==> src/rtl/pmp_formal_pkg.sv <==
// rtl/pmp_formal_pkg.sv - shared types and constants for the fetch PMP/translation stage
package pmp_formal_pkg;

    localparam int unsigned XLEN_W  = 64;
    localparam int unsigned VLEN_W  = 64;
    localparam int unsigned PLEN_W  = 56;
    localparam int unsigned GPLEN_W = 41;

    localparam logic [XLEN_W-1:0] INSTR_ACCESS_FAULT = XLEN_W'(1);

    localparam logic [1:0] PRIV_LVL_M = 2'b11;

    typedef enum logic [1:0] {
        PMP_OFF   = 2'd0,
        PMP_TOR   = 2'd1,
        PMP_NA4   = 2'd2,
        PMP_NAPOT = 2'd3
    } pmp_a_t;

    localparam int unsigned PMPCFG_X     = 2;
    localparam int unsigned PMPCFG_A_LSB = 3;
    localparam int unsigned PMPCFG_L     = 7;

    typedef struct packed {
        logic [XLEN_W-1:0]  cause;
        logic [XLEN_W-1:0]  tval;
        logic [GPLEN_W-1:0] tval2;
        logic [31:0]        tinst;
        logic               gva;
        logic               valid;
    } exception_t;

    typedef struct packed {
        logic              fetch_req;
        logic [VLEN_W-1:0] fetch_vaddr;
    } icache_arsp_t;

    typedef struct packed {
        logic              fetch_valid;
        logic [PLEN_W-1:0] fetch_paddr;
        exception_t        fetch_exception;
    } icache_areq_t;

endpackage

==> src/rtl/ifetch_pmp_xlat_if.sv <==
// rtl/ifetch_pmp_xlat_if.sv - I$ translation request/answer bundle
interface ifetch_pmp_xlat_if;
    import pmp_formal_pkg::*;

    icache_arsp_t arsp;
    icache_areq_t areq;

    modport master (output arsp, input areq);
    modport slave  (input arsp, output areq);
endinterface

==> src/rtl/ifetch_pmp_check.sv <==
// rtl/ifetch_pmp_check.sv - combinational PMP execute-permission check
module ifetch_pmp_check
    import pmp_formal_pkg::*;
#(
    parameter int unsigned NR_ENTRIES = 8,
    parameter int unsigned PLEN       = 56,
    localparam int unsigned NE        = (NR_ENTRIES == 0) ? 1 : NR_ENTRIES,
    localparam int unsigned AW        = PLEN - 2
) (
    input  logic [PLEN-1:0]   paddr_i,
    input  logic [1:0]        priv_lvl_i,
    input  logic [8*NE-1:0]   cfg_i,
    input  logic [AW*NE-1:0]  addr_i,
    output logic              allow_o
);

    logic [AW-1:0] word_addr;
    logic [AW-1:0] prev_addr;
    logic [AW-1:0] cur_addr;
    logic [AW-1:0] napot_mask;
    logic          hit;
    logic          found;
    logic          lock;
    logic          xperm;
    logic          unused_cfg;

    assign word_addr  = paddr_i[PLEN-1:2];
    assign unused_cfg = ^{cfg_i, paddr_i[1:0]};

    // Walk from entry 0 upward so the lowest-index match sticks; prev_addr
    // carries the TOR lower bound from the previous entry.
    always_comb begin
        found      = 1'b0;
        lock       = 1'b0;
        xperm      = 1'b0;
        hit        = 1'b0;
        prev_addr  = '0;
        cur_addr   = '0;
        napot_mask = '0;
        for (int i = 0; i < int'(NE); i++) begin
            cur_addr   = addr_i[AW*i +: AW];
            napot_mask = cur_addr ^ (cur_addr + AW'(1));
            case (pmp_a_t'(cfg_i[8*i+PMPCFG_A_LSB +: 2]))
                PMP_TOR:   hit = (prev_addr < cur_addr) && (word_addr >= prev_addr) && (word_addr < cur_addr);
                PMP_NA4:   hit = (word_addr == cur_addr);
                PMP_NAPOT: hit = (((word_addr ^ cur_addr) & ~napot_mask) == '0);
                default:   hit = 1'b0;
            endcase
            if (hit && !found) begin
                found = 1'b1;
                lock  = cfg_i[8*i+PMPCFG_L];
                xperm = cfg_i[8*i+PMPCFG_X];
            end
            prev_addr = cur_addr;
        end
    end

    always_comb begin
        allow_o = 1'b0;
        if (NR_ENTRIES == 0) begin
            allow_o = 1'b1;
        end else if (priv_lvl_i == PRIV_LVL_M) begin
            allow_o = !(found && lock) || xperm;
        end else begin
            allow_o = found && xperm;
        end
    end

endmodule

==> src/rtl/ifetch_pmp_xlat.sv <==
// rtl/ifetch_pmp_xlat.sv - bare-mode fetch translation with shadowed PMP check (option: IFETCH_PMP_FAULT_CNT_EN)
module ifetch_pmp_xlat
    import pmp_formal_pkg::*;
#(
    parameter int unsigned NR_ENTRIES = 8,
    parameter int unsigned XLEN       = XLEN_W,
    parameter int unsigned VLEN       = VLEN_W,
    parameter int unsigned PLEN       = PLEN_W,
    parameter int unsigned GPLEN      = GPLEN_W,
    localparam int unsigned NE        = (NR_ENTRIES == 0) ? 1 : NR_ENTRIES,
    localparam int unsigned AW        = PLEN - 2
) (
    input  logic                clk_i,
    input  logic                rst_i,
    ifetch_pmp_xlat_if.slave    ic,
    input  logic                flush_i,
    input  logic [1:0]          priv_lvl_i,
    input  logic [8*NE-1:0]     pmpcfg_i,
    input  logic [AW*NE-1:0]    pmpaddr_i,
    input  logic                pmp_update_i,
    output logic                pmp_busy_o
`ifdef IFETCH_PMP_FAULT_CNT_EN
    ,
    output logic [15:0]         fault_cnt_o
`endif
);

    typedef enum logic {
        ST_IDLE = 1'b0,
        ST_PEND = 1'b1
    } upd_state_t;

    upd_state_t        state_q, state_d;
    logic              valid_q, valid_d;
    logic [PLEN-1:0]   paddr_q, paddr_d;
    exception_t        exc_q, exc_d;
    logic [8*NE-1:0]   sh_cfg_q, sh_cfg_d, buf_cfg_q, buf_cfg_d;
    logic [AW*NE-1:0]  sh_addr_q, sh_addr_d, buf_addr_q, buf_addr_d;
    logic [PLEN-1:0]   req_paddr;
    logic              req;
    logic              allow;
    logic              safe;

    assign req       = ic.arsp.fetch_req;
    assign req_paddr = ic.arsp.fetch_vaddr[PLEN-1:0];
    assign safe      = !req && !valid_q;

    ifetch_pmp_check #(
        .NR_ENTRIES (NR_ENTRIES),
        .PLEN       (PLEN)
    ) u_check (
        .paddr_i    (req_paddr),
        .priv_lvl_i (priv_lvl_i),
        .cfg_i      (sh_cfg_q),
        .addr_i     (sh_addr_q),
        .allow_o    (allow)
    );

    always_comb begin
        valid_d = req && !flush_i;
        paddr_d = paddr_q;
        exc_d   = exc_q;
        if (req) begin
            paddr_d = req_paddr;
            exc_d   = '0;
            if (!allow) begin
                exc_d.valid = 1'b1;
                exc_d.cause = XLEN'(INSTR_ACCESS_FAULT);
                exc_d.tval  = XLEN'(ic.arsp.fetch_vaddr[VLEN-1:0]);
                exc_d.tval2 = GPLEN'(0);
            end
        end
    end

    // The shadow only changes when nothing is in flight, so every request
    // sees one consistent configuration from check to response.
    always_comb begin
        state_d    = state_q;
        sh_cfg_d   = sh_cfg_q;
        sh_addr_d  = sh_addr_q;
        buf_cfg_d  = buf_cfg_q;
        buf_addr_d = buf_addr_q;
        case (state_q)
            ST_IDLE: begin
                if (pmp_update_i) begin
                    if (safe) begin
                        sh_cfg_d  = pmpcfg_i;
                        sh_addr_d = pmpaddr_i;
                    end else begin
                        buf_cfg_d  = pmpcfg_i;
                        buf_addr_d = pmpaddr_i;
                        state_d    = ST_PEND;
                    end
                end
            end
            ST_PEND: begin
                if (safe) begin
                    sh_cfg_d  = pmp_update_i ? pmpcfg_i  : buf_cfg_q;
                    sh_addr_d = pmp_update_i ? pmpaddr_i : buf_addr_q;
                    state_d   = ST_IDLE;
                end else if (pmp_update_i) begin
                    buf_cfg_d  = pmpcfg_i;
                    buf_addr_d = pmpaddr_i;
                end
            end
            default: state_d = ST_IDLE;
        endcase
    end

    always_ff @(posedge clk_i or posedge rst_i) begin
        if (rst_i) begin
            state_q    <= ST_IDLE;
            valid_q    <= 1'b0;
            paddr_q    <= '0;
            exc_q      <= '0;
            sh_cfg_q   <= '0;
            sh_addr_q  <= '0;
            buf_cfg_q  <= '0;
            buf_addr_q <= '0;
        end else begin
            state_q    <= state_d;
            valid_q    <= valid_d;
            paddr_q    <= paddr_d;
            exc_q      <= exc_d;
            sh_cfg_q   <= sh_cfg_d;
            sh_addr_q  <= sh_addr_d;
            buf_cfg_q  <= buf_cfg_d;
            buf_addr_q <= buf_addr_d;
        end
    end

    assign ic.areq.fetch_valid     = valid_q;
    assign ic.areq.fetch_paddr     = paddr_q;
    assign ic.areq.fetch_exception = exc_q;
    assign pmp_busy_o              = (state_q == ST_PEND);

`ifdef IFETCH_PMP_FAULT_CNT_EN
    logic [15:0] fault_cnt_q, fault_cnt_d;

    always_comb begin
        fault_cnt_d = fault_cnt_q;
        if (valid_q && exc_q.valid && (fault_cnt_q != 16'hFFFF)) begin
            fault_cnt_d = fault_cnt_q + 16'd1;
        end
    end

    always_ff @(posedge clk_i or posedge rst_i) begin
        if (rst_i) begin
            fault_cnt_q <= '0;
        end else begin
            fault_cnt_q <= fault_cnt_d;
        end
    end

    assign fault_cnt_o = fault_cnt_q;
`endif

endmodule

==> src/flat_wrapper.sv <==
// flat-port wrapper written by rule: the top's interface ports become plain ports
module ifetch_pmp_xlat_flat import pmp_formal_pkg::*;
#(
    parameter int unsigned NR_ENTRIES = 8,
    parameter int unsigned XLEN       = XLEN_W,
    parameter int unsigned VLEN       = VLEN_W,
    parameter int unsigned PLEN       = PLEN_W,
    parameter int unsigned GPLEN      = GPLEN_W,
    localparam int unsigned NE        = (NR_ENTRIES == 0) ? 1 : NR_ENTRIES,
    localparam int unsigned AW        = PLEN - 2
)
  (clk_i, rst_i, flush_i, priv_lvl_i, pmpcfg_i, pmpaddr_i, pmp_update_i, pmp_busy_o, ic_arsp, ic_areq);
  ifetch_pmp_xlat_if ic_i ();
  input  logic clk_i;
  input  logic rst_i;
  input  logic flush_i;
  input  logic [1:0] priv_lvl_i;
  input  logic [8*NE-1:0] pmpcfg_i;
  input  logic [AW*NE-1:0] pmpaddr_i;
  input  logic pmp_update_i;
  output logic pmp_busy_o;
  input wire logic [$bits(ic_i.arsp)-1:0] ic_arsp;
  output wire logic [$bits(ic_i.areq)-1:0] ic_areq;
  assign ic_i.arsp = ic_arsp;
  assign ic_areq = ic_i.areq;
  ifetch_pmp_xlat #(.NR_ENTRIES(NR_ENTRIES), .XLEN(XLEN), .VLEN(VLEN), .PLEN(PLEN), .GPLEN(GPLEN)) u_core (.clk_i(clk_i), .rst_i(rst_i), .ic(ic_i), .flush_i(flush_i), .priv_lvl_i(priv_lvl_i), .pmpcfg_i(pmpcfg_i), .pmpaddr_i(pmpaddr_i), .pmp_update_i(pmp_update_i), .pmp_busy_o(pmp_busy_o));
endmodule
==> config.mk <==
export PLATFORM = sky130hd
export DESIGN_NAME = ifetch_pmp_xlat_flat
export DESIGN_NICKNAME = d
export VERILOG_FILES = /design/src/rtl/pmp_formal_pkg.sv /design/src/rtl/ifetch_pmp_xlat_if.sv /design/src/rtl/ifetch_pmp_check.sv /design/src/rtl/ifetch_pmp_xlat.sv /design/src/flat_wrapper.sv
export SDC_FILE = /design/constraint.sdc
export NUM_CORES = 2
export LEC_CHECK = 0
export BUFFER_PORTS_ARGS = -buffer_cell sky130_fd_sc_hd__buf_2
export CORE_MARGIN = 2
export CORE_UTILIZATION = 54
export DETAILED_ROUTE_END_ITERATION = 8
export MAX_ROUTING_LAYER = met4
export PLACE_DENSITY_LB_ADDON = 0.25
export REMOVE_ABC_BUFFERS = 1
export SLEW_MARGIN = 40
export SYNTH_ARGS = -nofsm -noshare
export SYNTH_HDL_FRONTEND = slang
export SYNTH_SLANG_ARGS = --single-unit
==> constraint.sdc <==
create_clock -name clk_i -period 38.7 [get_ports clk_i]
set_clock_uncertainty 0.05 [all_clocks]
set_input_delay 7.74 -clock clk_i [delete_from_list [all_inputs] [get_ports clk_i]]
set_output_delay 7.74 -clock clk_i [all_outputs]
set_load 0.05 [all_outputs]
==> results.yml <==
run_status:
  status: "completed"
global_route:
  antenna_found_initial: 30
  overall_overflow_remaining_after_global_route: 0
  grt_first_pass_wirelength_um: 369300
  first_global_vias: 60090
  grt_start_max_net_pins: 196
  grt_use_total_pct: 38.46
yosys:
  synth.area.top_cells: "sky130_fd_sc_hd__dfrtp_1 (38%), sky130_fd_sc_hd__ha_1 (15%), sky130_fd_sc_hd__mux2_2 (8.5%), sky130_fd_sc_hd__nand2_1 (6.1%), sky130_fd_sc_hd__a31oi_1 (5.0%)"
  synthCells: 7562
  ys_dominant_reg_cell: "sky130_fd_sc_hd__dfrtp_1"
  avgSynthCellArea_um2: 9.128
  synth_seq_cells: 1051
  post_synthesis_cell_area_um2: 69030
  synth_compound_gate_area_share_pct: 15.20
  synth_top_area_share_pct: 38.10
  synth_top_family_by_area: "simple AND/OR/NAND/NOR gates"
  multiplexer_share_of_the_synthesized_area_pct: 8.499
  synth_seq_area_share_pct: 38.10
  synth_top_area_cell: "sky130_fd_sc_hd__dfrtp_1"
  synth_enable_flop_cells: 0
  synth_cell_types: 87
  synthArstFlopShare_pct: 100.0
  post_synth_most_frequent_cells: "sky130_fd_sc_hd__nand2_1 (1120), sky130_fd_sc_hd__dfrtp_1 (1051), sky130_fd_sc_hd__ha_1 (812)"
  yosys.cell_count.top_type: "sky130_fd_sc_hd__nand2_1"
  ys_warn_count: 0
  post_synth_fa_ha_maj_area_fraction_pct: 14.72
  simple_gate_share_of_the_synthesized_area_pct: 17.71
  synth_xor_area_share_pct: 0.03806
timing:
  post-route-worst-setup-slack_ps: 25870
  hold_viol: 0
  slew_headroom_pct: 35.82
  grt_setup_unrepaired: "false"
  max_freq_mhz: 77.95
  finalCritPeriodShare_pct: 33.15
  setup_viol: 0
  period_needed_ps: 12830
  tns_ps: 0
  worst_slew_pin_slew_ps: 955.3
  finalMaxSlewViolations: 0
floorplanning:
  initial_core_util_pct: 54.27
  die_y_um: 361.5
  io-pin-count: 828
  die-area_um2: 130700
  core.rowCount: 131
  core_um2: 127200
  fp.dieW_um: 361.5
power_and_ir_drop:
  clock_power_share_pct: 27.8
  pwr-share-seq_pct: 37.4
  leakagePower_nw: 37.17
  vdd_ir_drop_max_v: 0.00004309
  combinational_power_share_pct: 34.8
  internal-power_mw: 2.500
  p_switching_mw: 1.603
  power_density_nw_per_um2: 52.89
  power.switching_fraction_pct: 39.08
drt:
  detail_route.vias_per_cell: 6.226
  dr_total_vias: 61520
  drc: 0
  drtAntennaViolNets: 0
  total_wire_length_um: 250800
  detail_route.first_pass.iterations: 8
  routed_wire_length_per_instance_um: 25.38
  drt-initial-drc-count: 5662
setup_path:
  cp-start-kind: "input port"
  worstReg2RegStart: "u_core.sh_addr_q[89]"
  slowest_stage: "sky130_fd_sc_hd__nor3_1"
  worstPathCellList: "buf_2 -> ha_1 -> a21oi_1 -> nor4_1 -> buf_4 -> o211ai_1 -> nor4_1 -> o21ai_0 -> nor3_1 -> nand3_1 -> nor4_1 -> a31oi_1 -> o2bb2ai_1 -> a221oi_2 -> a221oi_4 -> buf_4 -> a31o_1"
  critPathKind: "in -> reg"
  critPathBufInv: 3
  path_max_fanout: 40
  cp_slowest_stage_delay_ps: 720
  worstSetupStartpoint: "ic_arsp[13]"
  crit_top_cell: "sky130_fd_sc_hd__nor4_1"
  critPathRequiredTime_ps: 39320
  critical_path.endpoint_type: "flip-flop"
  arrival_ps: 13450
  category_of_cells_accounting_for_the_largest_share_of_critical_path_delay: "simple AND/OR/NAND/NOR gates"
flow_run:
  max_cap_violations: 0
final_layout:
  finalNetCount: 9479
  post_route_cells_drive_above_1_share_pct: 18.34
  layout.filler_cells: 10860
  synthToLayoutAreaGrowth_pct: 12.40
  final-instance-count-excl-fill: 9881
  layout.core_utilization_pct: 61.00
min_path:
  worst_hold_path_type: "reg -> reg"
  worst_hold_startpoint: "u_core.paddr_q[49]"
placement:
  final_wtd_congestion: 1.013
  dpl_worst_slack_ps: 25300
  dp.final_hpwl_um: 193600
  dp_cells: 9648
  placement.io_buffers: 658
clock_network:
  clock-root-buffer: "sky130_fd_sc_hd__clkbuf_16"
  cts.repair_timing.setup_buffer_count: 0
  cts-root-to-sink-buffers: 3
  cts_made_buffers: 108
  cts.repair.resized: 0
  cts.clk_slew.worst_paths_ps: 60
  h_tree_depth: 3
  tritoncts_clock_tree: "yes"
  hold_buffers: 0
  clkLatencyLatePin_ps: 750
  numClockSinks: 1051
[routing by layer]
layer	vias up	GRT usage [%]	part of all wire [%]
li1	28440	-	-
met1	30340	45.68	39
met2	2163	62.65	48
met3	581	4.796	5.6
met4	0	23.31	7.1
met5	-	-	0
[flip-flops by register name, indices dropped and copies added (netlist names)]
name               cells
u_core.sh_addr_q     432
u_core.valid_q         1
u_core.sh_cfg_q       32
u_core.ic.areq        65
u_core.paddr_q        56
u_core.pmp_busy_o      1
u_core.buf_cfg_q      32
u_core.buf_addr_q    432
[placed cells by master, fill, tap and decap left out, types with 28 or more instances in the layout]
master,synthesis,routed
sky130_fd_sc_hd__ha_1,812,812
sky130_fd_sc_hd__nand4_1,216,216
sky130_fd_sc_hd__a211oi_1,34,34
sky130_fd_sc_hd__buf_2,4,657
sky130_fd_sc_hd__a21oi_1,407,406
sky130_fd_sc_hd__nor4_1,129,119
sky130_fd_sc_hd__and3_1,50,50
sky130_fd_sc_hd__buf_4,140,30
sky130_fd_sc_hd__and2_1,28,28
sky130_fd_sc_hd__a31o_1,50,50
sky130_fd_sc_hd__buf_6,5,32
sky130_fd_sc_hd__clkbuf_16,0,111
sky130_fd_sc_hd__o21ai_0,140,140
sky130_fd_sc_hd__a41oi_1,50,50
sky130_fd_sc_hd__mux2_2,521,521
sky130_fd_sc_hd__conb_1,1,137
sky130_fd_sc_hd__nor2b_1,97,96
sky130_fd_sc_hd__a21o_1,134,134
sky130_fd_sc_hd__nor3_1,103,102
sky130_fd_sc_hd__nand3_1,113,113
sky130_fd_sc_hd__dfrtp_1,1051,1051
sky130_fd_sc_hd__nand2_1,1120,1120
sky130_fd_sc_hd__a31oi_1,555,555
sky130_fd_sc_hd__diode_2,0,31
sky130_fd_sc_hd__nor2_1,627,627
sky130_fd_sc_hd__and4_1,58,58
sky130_fd_sc_hd__inv_1,464,463
[layout make-up]
| cell class | instances | area (um2) | area share, % |
|---|---|---|---|
| diodes | 31 | 77.57 | 0.09998 |
| repair buffers | 729 | 4085 | 5.265 |
| flip-flops and latches | 1051 | 26300 | 33.90 |
| inverters | 466 | 1762 | 2.271 |
| clock inverters | 49 | 689.4 | 0.8886 |
| clock buffers | 149 | 3161 | 4.074 |
| well taps | 1662 | 2079 | 2.680 |
| multi-input cells | 5744 | 39430 | 50.82 |
[power by group through the flow]
stage	registers, mW	logic [mW]	clock network (mW)
detailed placement	1.54	1.41	0
CTS	1.53	1.42	1.15
finish	1.53	1.43	1.14
global route	1.55	1.58	1.19
global placement	1.53	1.37	0
floorplan	1.55	1.08	0
[final timing paths]
path                                           to  slack [ps]  cells after the start
setup / recovery              u_core.ic.areq[103]       25870                     17
setup reg to reg              u_core.ic.areq[103]       32130                     16
hold reg to reg                u_core.paddr_q[49]         450                      1
max in group asynchronous   u_core.buf_addr_q[74]       28470                      6
min in group asynchronous  u_core.buf_addr_q[328]        7020                      2
hold / removal                 u_core.paddr_q[49]         450                      1
[through the flow]
step / total power [mW] / hold WS [ps] / instance area [um2]
2_1_floorplan: 2.631 / 429.6 / 67330
3_3_place_gp: 2.900 / 433.6 / 73290
3_5_place_dp: 2.952 / 439.9 / 73500
4_1_cts: 4.094 / 454.0 / 77350
5_1_grt: 4.323 / 461.9 / 77570
6_report: 4.103 / 452.8 / 77590
[cells by family (layout without fill, tap and decap cells)]
| family | Yosys count | in the layout |
|---|---|---|
| XOR/XNOR | 3 | 3 |
| flip-flops | 1051 | 1051 |
| multiplexers | 521 | 521 |
| AO/OA/AOI/OAI | 1627 | 1627 |
| buffers and inverters | 903 | 1393 |
| other | 1 | 168 |
| AND/OR/NAND/NOR | 2644 | 2644 |
| adder cells (fa/ha/maj) | 812 | 812 |
No activity file was read; power rests on OpenSTA's default activity.
